<file path="config.mk">
export PLATFORM = sky130hd
export DESIGN_NAME = mux_arbiter
export DESIGN_NICKNAME = d
export VERILOG_FILES = /design/src/rtl/mux_arbiter.sv
export SDC_FILE = /design/constraint.sdc
export NUM_CORES = 1
export LEC_CHECK = 0
export ABC_AREA = 1
export CORE_UTILIZATION = 40
export CTS_BUF_LIST = sky130_fd_sc_hd__clkbuf_16
export DETAILED_ROUTE_END_ITERATION = 12
export GPL_TIMING_DRIVEN = 0
export PLACE_DENSITY = 0.8
export SKIP_CTS_REPAIR_TIMING = 1
export SKIP_LAST_GASP = 1
export SLEW_MARGIN = 30
export SYNTH_ARGS = -nofsm -noshare
export SYNTH_HDL_FRONTEND = slang
export SYNTH_SLANG_ARGS = --single-unit
</file>
<file path="constraint.sdc">
create_clock -name clk -period 2.85 [get_ports clk]
set_input_delay 0.285 -clock clk [delete_from_list [all_inputs] [get_ports clk]]
set_output_delay 0.285 -clock clk [all_outputs]
set_load 0.01 [all_outputs]
</file>
<file path="src/rtl/mux_arbiter.sv">
// Two-requester arbiter for a shared 2:1 mux: drives se/en and a registered copy of the selected data.
// Round-robin with bounded hold by default; define MUX_ARB_PRIO_EN for fixed A-over-B priority.
module mux_arbiter #(
  parameter int WIDTH    = 4,
  parameter int MAX_HOLD = 4
) (
  input  logic             clk,
  input  logic             rst,
  input  logic             req_a,
  input  logic             req_b,
  input  logic [WIDTH-1:0] a,
  input  logic [WIDTH-1:0] b,
  output logic             gnt_a,
  output logic             gnt_b,
  output logic             se,
  output logic             en,
  output logic [WIDTH-1:0] c,
  output logic             c_valid
);

  // state   | meaning
  // S_IDLE  | no owner, mux disabled
  // S_GNT_A | requester A owns the mux (se = 0)
  // S_GNT_B | requester B owns the mux (se = 1)
  typedef enum logic [1:0] {
    S_IDLE  = 2'd0,
    S_GNT_A = 2'd1,
    S_GNT_B = 2'd2
  } state_t;

  localparam int            CW       = (MAX_HOLD > 1) ? $clog2(MAX_HOLD) : 1;
  localparam logic [CW-1:0] HOLD_TOP = CW'(MAX_HOLD - 1);

  state_t        r_state;
  state_t        w_next;
  logic [CW-1:0] r_hold_cnt;
  logic          r_last_b;
  logic          w_hold_max;

  assign w_hold_max = (r_hold_cnt == HOLD_TOP);

  always_ff @(posedge clk or posedge rst) begin
    if (rst) begin
      r_state    <= S_IDLE;
      r_hold_cnt <= '0;
      r_last_b   <= 1'b1;
    end else begin
      r_state <= w_next;
      if (w_next != r_state)
        r_hold_cnt <= '0;
      else if (r_state != S_IDLE && !w_hold_max)
        r_hold_cnt <= r_hold_cnt + 1'b1;
      if (w_next == S_GNT_A && r_state != S_GNT_A)
        r_last_b <= 1'b0;
      else if (w_next == S_GNT_B && r_state != S_GNT_B)
        r_last_b <= 1'b1;
    end
  end

`ifdef MUX_ARB_PRIO_EN
  // Fixed priority: A always wins and preempts B.
  always_comb begin
    w_next = S_IDLE;
    if (req_a)
      w_next = S_GNT_A;
    else if (req_b)
      w_next = S_GNT_B;
  end
`else
  always_comb begin
    w_next = r_state;
    case (r_state)
      S_IDLE: begin
        if (req_a && req_b)
          w_next = r_last_b ? S_GNT_A : S_GNT_B;
        else if (req_a)
          w_next = S_GNT_A;
        else if (req_b)
          w_next = S_GNT_B;
      end
      S_GNT_A: begin
        if (!req_a)
          w_next = req_b ? S_GNT_B : S_IDLE;
        else if (req_b && w_hold_max)
          w_next = S_GNT_B;
      end
      S_GNT_B: begin
        if (!req_b)
          w_next = req_a ? S_GNT_A : S_IDLE;
        else if (req_a && w_hold_max)
          w_next = S_GNT_A;
      end
      default: w_next = S_IDLE;
    endcase
  end
`endif

  always_comb begin
    gnt_a = (r_state == S_GNT_A);
    gnt_b = (r_state == S_GNT_B);
    en    = gnt_a | gnt_b;
    se    = gnt_b;
  end

  always_ff @(posedge clk or posedge rst) begin
    if (rst) begin
      c       <= '0;
      c_valid <= 1'b0;
    end else if (gnt_a) begin
      c       <= a;
      c_valid <= 1'b1;
    end else if (gnt_b) begin
      c       <= b;
      c_valid <= 1'b1;
    end else begin
      c_valid <= 1'b0;
    end
  end

endmodule

</file>
**Word-level counts from Yosys, hierarchy flattened**

Index checks and enable logic that the tools add are counted.

- Logic and storage cells: 46
- Flip-flop bits (word level): 10

- Muxes and demuxes: 19
- Add/sub/neg operators: 1
- Reduce and logical (&&, ||, !) cells: 12
- Equal/unequal tests: 8
- Bitwise operators: 1

Operator list:

| kind | number |
|---|---|
| $mux W2 | 11 |
| $mux W4 | 2 |
| $reduce_bool A2 Y1 | 4 |
| $eq A2 B2 Y1 const B | 3 |
| $logic_and A1 B1 Y1 | 6 |
| $pmux W2 S3 | 1 |
| $mux W1 | 5 |
| $eq A2 B1 Y1 const B | 2 |
| $add A2 B1 Y2 const B | 1 |
| $logic_not A2 Y1 | 1 |
| $ne A2 B1 Y1 const B | 1 |
| $ne A2 B2 Y1 | 1 |
| $ne A2 B2 Y1 const B | 1 |
| $logic_not A1 Y1 | 1 |
| $or A1 B1 Y1 | 1 |

**Longest topological paths before layout**

Gate-level depths: netlist (run 1).

- Depth in word-level cells: 9
- Mapped depth: 11
- Mapped depth without buffers: 11

**Worst setup path before layout (run 1)**

OpenSTA, ideal clock, no wires.

- Kind: register to register
- Start point: register r_state[1]
- End point: register r_hold_cnt[0]
- Arrival: 1.437 ns
- Data required time: 2.730 ns
- Setup time: 0.120 ns
- Buffers on the path: 0
- Period minus slack after synthesis: 1.557 ns
- Stages on the path, launching flop included: 12
- Setup slack: 1.293 ns
- Cells stage by stage: dfrtp_1 inv_1 ha_1 inv_1 nor2_1 nand2_1 nand3_2 nand2_2 nand2_1 nand2_1 nand2_1 nor2_1

- Elaborated cells between the ends (all ways): 16

RTL lines:

| item | RTL line | text |
|---|---|---|
| start, declared | 34 | `state_t r_state;` |
| start signal, assigned | 48 | `r_state <= w_next;` |
| $eq A2 B1 Y1 * | n/a |  |
| via gnt_a | 13 | `output logic gnt_a,` |
| $pmux W2 S3 * | 72 | `case (r_state)` |
| $ne A2 B2 Y1 * | 49 | `if (w_next != r_state)` |
| $mux W2 / $reduce_bool A2 Y1 (equally long branches) | n/a |  |
| end signal, assigned | 52 | `r_hold_cnt <= r_hold_cnt + 1'b1;` |
| end, declared | 36 | `logic [CW-1:0] r_hold_cnt;` |

The timed path passes the listed nets; every way through them passes the cells marked *.
A chain may end at the register's enable or synchronous reset.

**Final worst setup path (run 1)**

- Start point: register r_state[1]
- End point: output port gnt_a

- Longest elaborated chain between the ends: 1

Ends and longest elaborated chain:

| item | RTL line | text |
|---|---|---|
| $eq A2 B1 Y1 | 99 | `gnt_a = (r_state == S_GNT_A);` |
| end, declared | 13 |  |

Every way passes these cells.

==> impl_metrics.toml, run 1 <==
[sta]
fin_ws_ns = 0.8398
post-route-period-util = 0.7053
relSlewSlack = 0.7470
setup_tns_ns = 0
hold_slack_ns = 0.3273
tightest_slew_ns = 0.3791
rsz0062_at_grt = "no"
max_freq_mhz = 497.5
finalHoldViolCount = 0
finalSetupViolations = 0
finClkSkew_ns = 0.0004715
finalCriticalPeriod_ns = 2.010
finalMaxSlewViolations = 0

[placement]
io_buffers = 20
dp_hpwl_mm = 1.029
dp.cells = 117
dp_slack_ns = 1.072
gp_congestion = 0.6566

[worst_setup_path]
r2r_start = "r_state[1]"
crit_buf_inv = 2
crit_chain = "inv_1 -> ha_1 -> clkdlybuf4s50_1"
cp_data_required_time_ns = 2.57
cp.depth = 3
critical_path.max_fanout = 7
reg2reg_depth = 11
crit_slowest_cell = "clkdlybuf4s50_1"
cp-startpoint = "r_state[1]"
path_class = "flop to output port"
cp_top_family = "buffers and inverters"
slowest_delay_ns = 0.59
crit_arrival_ns = 1.73
setup.worst_path.start_class = "flop"
endpoint_kind = "output port"

[die]
rows = 13
pin_count = 21
coreArea_sq_um = 1366
dieWidth_microns = 41.15
initial_core_util = 0.4487
fp.dieArea_sq_um = 1693
die_y_microns = 41.15

[clock_network]
max-clock-path-buffers = 2
cts_sinks = 10
worst_skew_pair.late_latency_ns = 0.23
htreeDepth = 1
cts_tree = "built"
clkSlewWorstSetupHoldPaths_ns = 0.04
clock-root-buffer = "clkbuf_16"
numCtsBuffers = 3

[power]
p_per_area_nw_per_um2 = 1167
leakagePower_nw = 0.4521
irDropWorstVdd_uv = 674.6

[drt]
detail_route.iter0.violations = 4
drt_wl_total_mm = 1.358
ant_nets = 0
drt_first_pass_iters = 4
wl_per_cell_microns = 11.22
num_vias = 596
drc_errors = 0
via_per_inst = 4.926

[global_route]
grt_max_degree = 11
track_usage = 0.2018
grt_pass1_wl_mm = 2.152
grt_pass1_vias = 573
antenna_found_initial = 0
grt_overflow_total = 0

[synth]
synth-seq-cells = 10
netlist_area_sq_um = 613.1
yosys.area.top_type = "dfrtp_1"
synthCells = 82
ys_seq_area_frac = 0.4102
synth_cell_types = 15
yosysTopAreaCellShare = 0.3673
ys_warn_count = 0
synth_fp_nets = 99
syn_avg_cell_area_sq_um = 7.477
synth_area_leaders = "dfrtp_1 37%, nand2_1 16%, ha_1 10%"

[finish]
nNetsFinal = 124
mostFrequentLayoutCell = "nand2_1"
syn_to_final_growth_pct = 48.57
n_antenna_cell = 0
final_util = 0.6667
drive_gt1_frac = 0.06604
final_cell_mix = "26 x nand2_1, 20 x clkdlybuf4s50_1, 12 x nor2_1, 10 x inv_1, 9 x dfrtp_1"
layoutNonFillerInstCount = 121

[outcome]
status = "complete, no violations"

[hold_path]
min_path_type = "input port to async pin"

[job]
maxCapViolations = 0
==> logic make-up (layout without fill, tap and decap cells) <==
| group | count (synthesis) | count (layout) | share of synthesized area |
|---|---|---|---|
| AO/OA/AOI/OAI | 4 | 4 | 0.04081 |
| XOR/XNOR | 1 | 1 | 0.01429 |
| adder cells (fa/ha/maj) | 5 | 5 | 0.1020 |
| buffers and inverters | 12 | 36 | 0.07960 |
| flip-flops | 10 | 10 | 0.4102 |
| multiplexers | 1 | 1 | 0.01633 |
| AND/OR/NAND/NOR | 49 | 49 | 0.3367 |
==> power breakdown <==
| group | internal, mW | switching [mW] |
|---|---|---|
| Clock | 0.184 | 0.0642 |
| Combinational | 0.260 | 0.294 |
| Sequential | 0.215 | 0.0466 |
| Total | 0.659 | 0.404 |
==> path summary, 6_finish.rpt <==
check                           endpoint  slack [ns]
min in group clk                r_last_b        0.48
hold / removal             r_hold_cnt[1]        0.33
max in group asynchronous       r_last_b        2.21
setup reg to reg           r_hold_cnt[1]        1.06
setup / recovery                   gnt_a        0.84
hold reg to reg                 r_last_b        0.48
==> state kept, by name (all words and copies together) (netlist names) <==
name and cells:
r_state 2, c_valid 1, r_last_b 1, c 4
r_hold_cnt 2
==> synthesized netlist by cell type <==
cell type  count
a31oi_1        4
buf_4          1
clkbuf_1       1
dfrtp_1        9
dfstp_2        1
ha_1           5
inv_1         10
mux2i_1        1
nand2_1       26
nand2_2        1
nand3_1        7
nand3_2        1
nand4_1        2
nor2_1        12
xnor2_1        1
==> area by class of cell <==
class / count / area, sq um
plain buffers: 2 / 11.26
flip-flops and latches: 10 / 251.5
fillers: 119 / 455.4
well taps: 15 / 18.77
inverters: 10 / 37.54
repair buffers: 20 / 200.2
clock buffers: 3 / 75.07
clock inverters: 1 / 3.754
multi-input cells: 60 / 312.8
==> worst reg2reg max path, stage by stage, from the launching register on <==
cell,delay (ns)
dfrtp_1,0.44
inv_1,0.15
ha_1,0.32
inv_1,0.17
nor2_1,0.14
nand2_1,0.08
nand3_2,0.09
nand2_2,0.07
nand2_1,0.06
nand2_1,0.05
nand2_1,0.07
nor2_1,0.04
==> through the flow <==
stage	area, sq um	power (mW)
floorplan	613.1	0.5956
global placement	832.0	0.7960
detailed placement	832.0	0.8114
CTS	910.9	1.072
global route	910.9	1.148
finish	910.9	1.063
==> layer usage <==
layer	vias to the layer above	global-route usage	wire, microns
met5	-	0	0
met4	0	0.1210	24
met3	4	0.02717	73
met2	22	0.3633	670
met1	265	0.2207	590
li1	305	-	-
Note: power is estimated with default switching activity, not from simulation.
==> inputs of run 2 (changes only) <==
==> constraint.sdc (replaced) <==
create_clock -name clk -period 1.95 [get_ports clk]
set_input_delay 0.195 -clock clk [delete_from_list [all_inputs] [get_ports clk]]
set_output_delay 0.195 -clock clk [all_outputs]
set_load 0.01 [all_outputs]
==> impl_metrics.toml, run 2 (synthesis results as in run 1) <==
[outcome]
status = "complete, no violations"

[sta]
finalMaxSlewViolations = 0
hold_slack_ns = 0.2368
fin_ws_ns = 0.1029
setup_tns_ns = 0
tightest_slew_ns = 0.3781
finalHoldViolCount = 0
finalCriticalPeriod_ns = 1.847
finalSetupViolations = 0
finClkSkew_ns = 0.0004386
post-route-period-util = 0.9472
max_freq_mhz = 541.4
rsz0062_at_grt = "no"
relSlewSlack = 0.7477

[worst_setup_path]
cp_data_required_time_ns = 1.75
cp_top_family = "buffers and inverters"
endpoint_kind = "output port"
crit_slowest_cell = "clkdlybuf4s50_1"
slowest_delay_ns = 0.52
critical_path.max_fanout = 6
crit_arrival_ns = 1.65
crit_chain = "inv_1 -> ha_2 -> buf_4 -> clkdlybuf4s50_1"
path_class = "flop to output port"
crit_buf_inv = 3
setup.worst_path.start_class = "flop"

[finish]
nNetsFinal = 124
mostFrequentLayoutCell = "nand2_1"
final_cell_mix = "26 x nand2_1, 20 x clkdlybuf4s50_1, 12 x nor2_1, 10 x inv_1"
syn_to_final_growth_pct = 49.80
ff_latch_area_sq_um = 254.0
layoutNonFillerInstCount = 121
reg_top3 = "c: 4 flops, r_hold_cnt: 2 flops, r_state: 2 flops"
fillers = 120
top_register = "c"
largest_register_ffs = 4
drive_gt1_frac = 0.1038
n_antenna_cell = 0
multi_input_area_sq_um = 317.8

[placement]
io_buffers = 20
dp_slack_ns = 0.1722
dp_hpwl_mm = 1.029
dp.cells = 117
gp_congestion = 0.6566

[clock_network]
cts_sinks = 10
clock-root-buffer = "clkbuf_16"
numCtsBuffers = 3
cts_tree = "built"
worst_skew_pair.late_latency_ns = 0.23
clkSlewWorstSetupHoldPaths_ns = 0.04
max-clock-path-buffers = 2
htreeDepth = 1

[die]
initial_core_util = 0.4487
fp.dieArea_sq_um = 1693
die_y_microns = 41.15
coreArea_sq_um = 1366
dieWidth_microns = 41.15
pin_count = 21
rows = 13

[power]
pwr-share-clk = 0.232
p_comb_frac = 0.521
p_int_uw = 971.5
leakagePower_nw = 0.4465
p_sw_frac = 0.3791
irDropWorstVdd_uv = 987.0
power_mw = 1.565
p_per_area_nw_per_um2 = 1704
switchingPower_uw = 593.2
p_seq_frac = 0.247

[drt]
ant_nets = 0
via_per_inst = 4.917
num_vias = 595
drt_first_pass_iters = 4
detail_route.iter0.violations = 4
drt_wl_total_mm = 1.364
drc_errors = 0
wl_per_cell_microns = 11.27

[global_route]
grt_pass1_wl_mm = 2.152
grt_max_degree = 11
antenna_found_initial = 0
track_usage = 0.2018
grt_pass1_vias = 573
grt_overflow_total = 0

[job]
maxCapViolations = 0

[hold_path]
min_path_type = "input port to async pin"
run 2: changes by cell type in the layout (fill, tap and decap cells not counted):
cell / before / now
dfrtp_1: 9 / 7
dfrtp_2: 0 / 2
ha_2: 0 / 2
ha_1: 5 / 3
run 2: area by class of cell:
cell class | count | area share
sequential | 10 | 0.2766
buffer | 2 | 0.01226
clock buffer | 3 | 0.08174
inverter | 10 | 0.04087
tap | 15 | 0.02044
multi-input combinational | 60 | 0.3460
timing repair buffer | 20 | 0.2180
clock inverter | 1 | 0.004087
run 2: power by group through the flow:
stage / sequential (mW) / clock [mW] / combinational [mW]
finish: 0.387 / 0.362 / 0.816
global route: 0.399 / 0.377 / 0.913
CTS: 0.385 / 0.364 / 0.818
detailed placement: 0.385 / 0 / 0.801
global placement: 0.381 / 0 / 0.783
floorplan: 0.396 / 0 / 0.474
run 2: final timing paths:
path | start | end | slack, ns | depth (start not counted)
min in group clk | r_last_b | r_last_b | 0.48 | 2
worst max-delay path | r_state[0] | se | 0.10 | 4
worst min-delay path | rst | r_hold_cnt[1] | 0.24 | 2
worst max register to register | r_state[1] | r_hold_cnt[1] | 0.26 | 11
worst min register to register | r_last_b | r_last_b | 0.48 | 2
max in group asynchronous | rst | r_last_b | 1.40 | 2
run 2: stage by stage:
step	instance area [sq um]	util
global route	918.4	0.6722
global placement	832.0	0.6090
finish	918.4	0.6722
CTS	910.9	0.6667
detailed placement	832.0	0.6090
floorplan	613.1	-
run 2: layer usage:
layer,up-vias,routed length (microns),global-route usage
met1,264,589,0.2207
met2,22,676,0.3633
met5,-,0,0
li1,305,-,-
met3,4,73,0.02717
met4,0,24,0.1210
==> inputs of run 3 (changes only) <==
--- a/config.mk
+++ b/config.mk
@@ -6,11 +6,13 @@
 export NUM_CORES = 1
 export LEC_CHECK = 0
 export ABC_AREA = 1
-export CORE_UTILIZATION = 40
+export CORE_UTILIZATION = 43
 export CTS_BUF_LIST = sky130_fd_sc_hd__clkbuf_16
 export DETAILED_ROUTE_END_ITERATION = 12
 export GPL_TIMING_DRIVEN = 0
-export PLACE_DENSITY = 0.8
+export HOLD_SLACK_MARGIN = 0.05
+export PLACE_DENSITY = 0.84
+export RECOVER_POWER = 25
 export SKIP_CTS_REPAIR_TIMING = 1
 export SKIP_LAST_GASP = 1
 export SLEW_MARGIN = 30
==> impl_metrics.toml, run 3 (synthesis results as in run 1) <==
[outcome]
status = "complete, no violations"

[clock_network]
cts_sinks = 10
max-clock-path-buffers = 2
numCtsBuffers = 3
clock-root-buffer = "clkbuf_16"
worst_skew_pair.late_latency_ns = 0.24
clkSlewWorstSetupHoldPaths_ns = 0.04
htreeDepth = 1
cts_tree = "built"

[drt]
drt_first_pass_iters = 2
ant_nets = 0
via_per_inst = 4.950
drt_wl_total_mm = 1.375
num_vias = 599
detail_route.iter0.violations = 5
wl_per_cell_microns = 11.36
drc_errors = 0

[worst_setup_path]
crit_chain = "inv_1 -> ha_1 -> clkdlybuf4s50_1"
r2r_start = "r_state[1]"
reg2reg_depth = 11
slowest_delay_ns = 0.55
cp-startpoint = "r_state[1]"
setup.worst_path.start_class = "flop"
rrSetupSlack_ns = 0.21
path_class = "flop to output port"
crit_end = "en"
crit_arrival_ns = 1.70
rr_endpoint = "r_hold_cnt[0]"
crit_slowest_cell = "clkdlybuf4s50_1"
cp_data_required_time_ns = 1.75
endpoint_kind = "output port"
critical_path.max_fanout = 6

[die]
fp.dieArea_sq_um = 1581
dieWidth_microns = 39.76
die_y_microns = 39.76
rows = 13
coreArea_sq_um = 1318
pin_count = 21
initial_core_util = 0.4653

[global_route]
grt_pass1_wl_mm = 2.242
grt_overflow_total = 0
antenna_found_initial = 0
grt_max_degree = 11
grt_pass1_vias = 573
track_usage = 0.2128

[sta]
rsz0062_at_grt = "yes"
finalSetupViolations = 0
relSlewSlack = 0.7464
hold_slack_ns = 0.3938
finalMaxSlewViolations = 0
finClkSkew_ns = 0.005086
finalCriticalPeriod_ns = 1.897
tightest_slew_ns = 0.3800
setup_tns_ns = 0
post-route-period-util = 0.9727
max_freq_mhz = 527.2
finalHoldViolCount = 0

[power]
leakagePower_nw = 0.4531
irDropWorstVdd_uv = 842.7
p_per_area_nw_per_um2 = 1694

[finish]
final_cell_mix = "26 x nand2_1, 19 x clkdlybuf4s50_1, 12 x nor2_1, 11 x inv_1, 9 x dfrtp_1"
reg_top3 = "c: 4 flops, r_hold_cnt: 2 flops, r_state: 2 flops"
fillers = 110
syn_to_final_growth_pct = 49.39
top_register = "c"
finalInstanceArea_sq_um = 915.9
largest_register_ffs = 4
n_antenna_cell = 0
mostFrequentLayoutCell = "nand2_1"
drive_gt1_frac = 0.08491
nNetsFinal = 124

[placement]
io_buffers = 20
gp_congestion = 0.6857
dpl_cell_area_sq_um = 832.0
dp_hpwl_mm = 1.041

[hold_path]
min_path_type = "input port to async pin"

[job]
maxCapViolations = 0
==> run 3: worst min-delay path by stage <==
stage	endpoint	cells past startpoint	slack, ns	startpoint
2_1_floorplan	c[0]	1	0.03	rst
3_3_place_gp	r_last_b	2	0.45	r_last_b
3_5_place_dp	r_last_b	2	0.45	r_last_b
4_1_cts	c[1]	2	0.26	rst
5_1_grt	c[1]	2	0.43	rst
6_report	c[1]	2	0.39	rst
==> run 3: metrics by stage <==
stage	worst slack, ns	instances	power, mW	utilization
3_3_place_gp	0.1957	117	1.158	0.6315
2_1_floorplan	0.3933	82	0.8704	-
6_report	0.05329	121	1.552	0.6952
5_1_grt	-0.004128	121	1.690	0.6952
4_1_cts	0.01385	121	1.559	0.6914
3_5_place_dp	0.1432	117	1.183	0.6315
==> run 3: power by group <==
part | switching, mW | leakage, nW | internal, mW
combinational | 0.421 | 0.291 | 0.384
clock | 0.0915 | 0.0423 | 0.268
sequential | 0.0719 | 0.120 | 0.314
==> run 3: final cells by class <==
type	count	area, sq um	share of cell area
plain buffers	2	11.26	0.01230
clock buffers	3	75.07	0.08197
clock inverters	1	3.754	0.004098
inverters	10	37.54	0.04098
multi-input cells	60	317.8	0.3470
flip-flops and latches	10	251.5	0.2746
well taps	15	18.77	0.02049
repair buffers	20	200.2	0.2186
==> run 3: per-layer routing <==
metal	part of all wire	track usage	vias up
met5	0	0	-
met4	0.010	0.07759	0
met3	0.050	0.03409	2
met2	0.50	0.3730	20
met1	0.44	0.2561	272
li1	-	-	305
==> run 3: critical path: cells and delay by family, from the launching register on <==
| kind | cells | cell delay (ns) |
|---|---|---|
| flip-flops | 1 | 0.45 |
| adder cells (fa/ha/maj) | 1 | 0.34 |
| buffers and inverters | 2 | 0.68 |
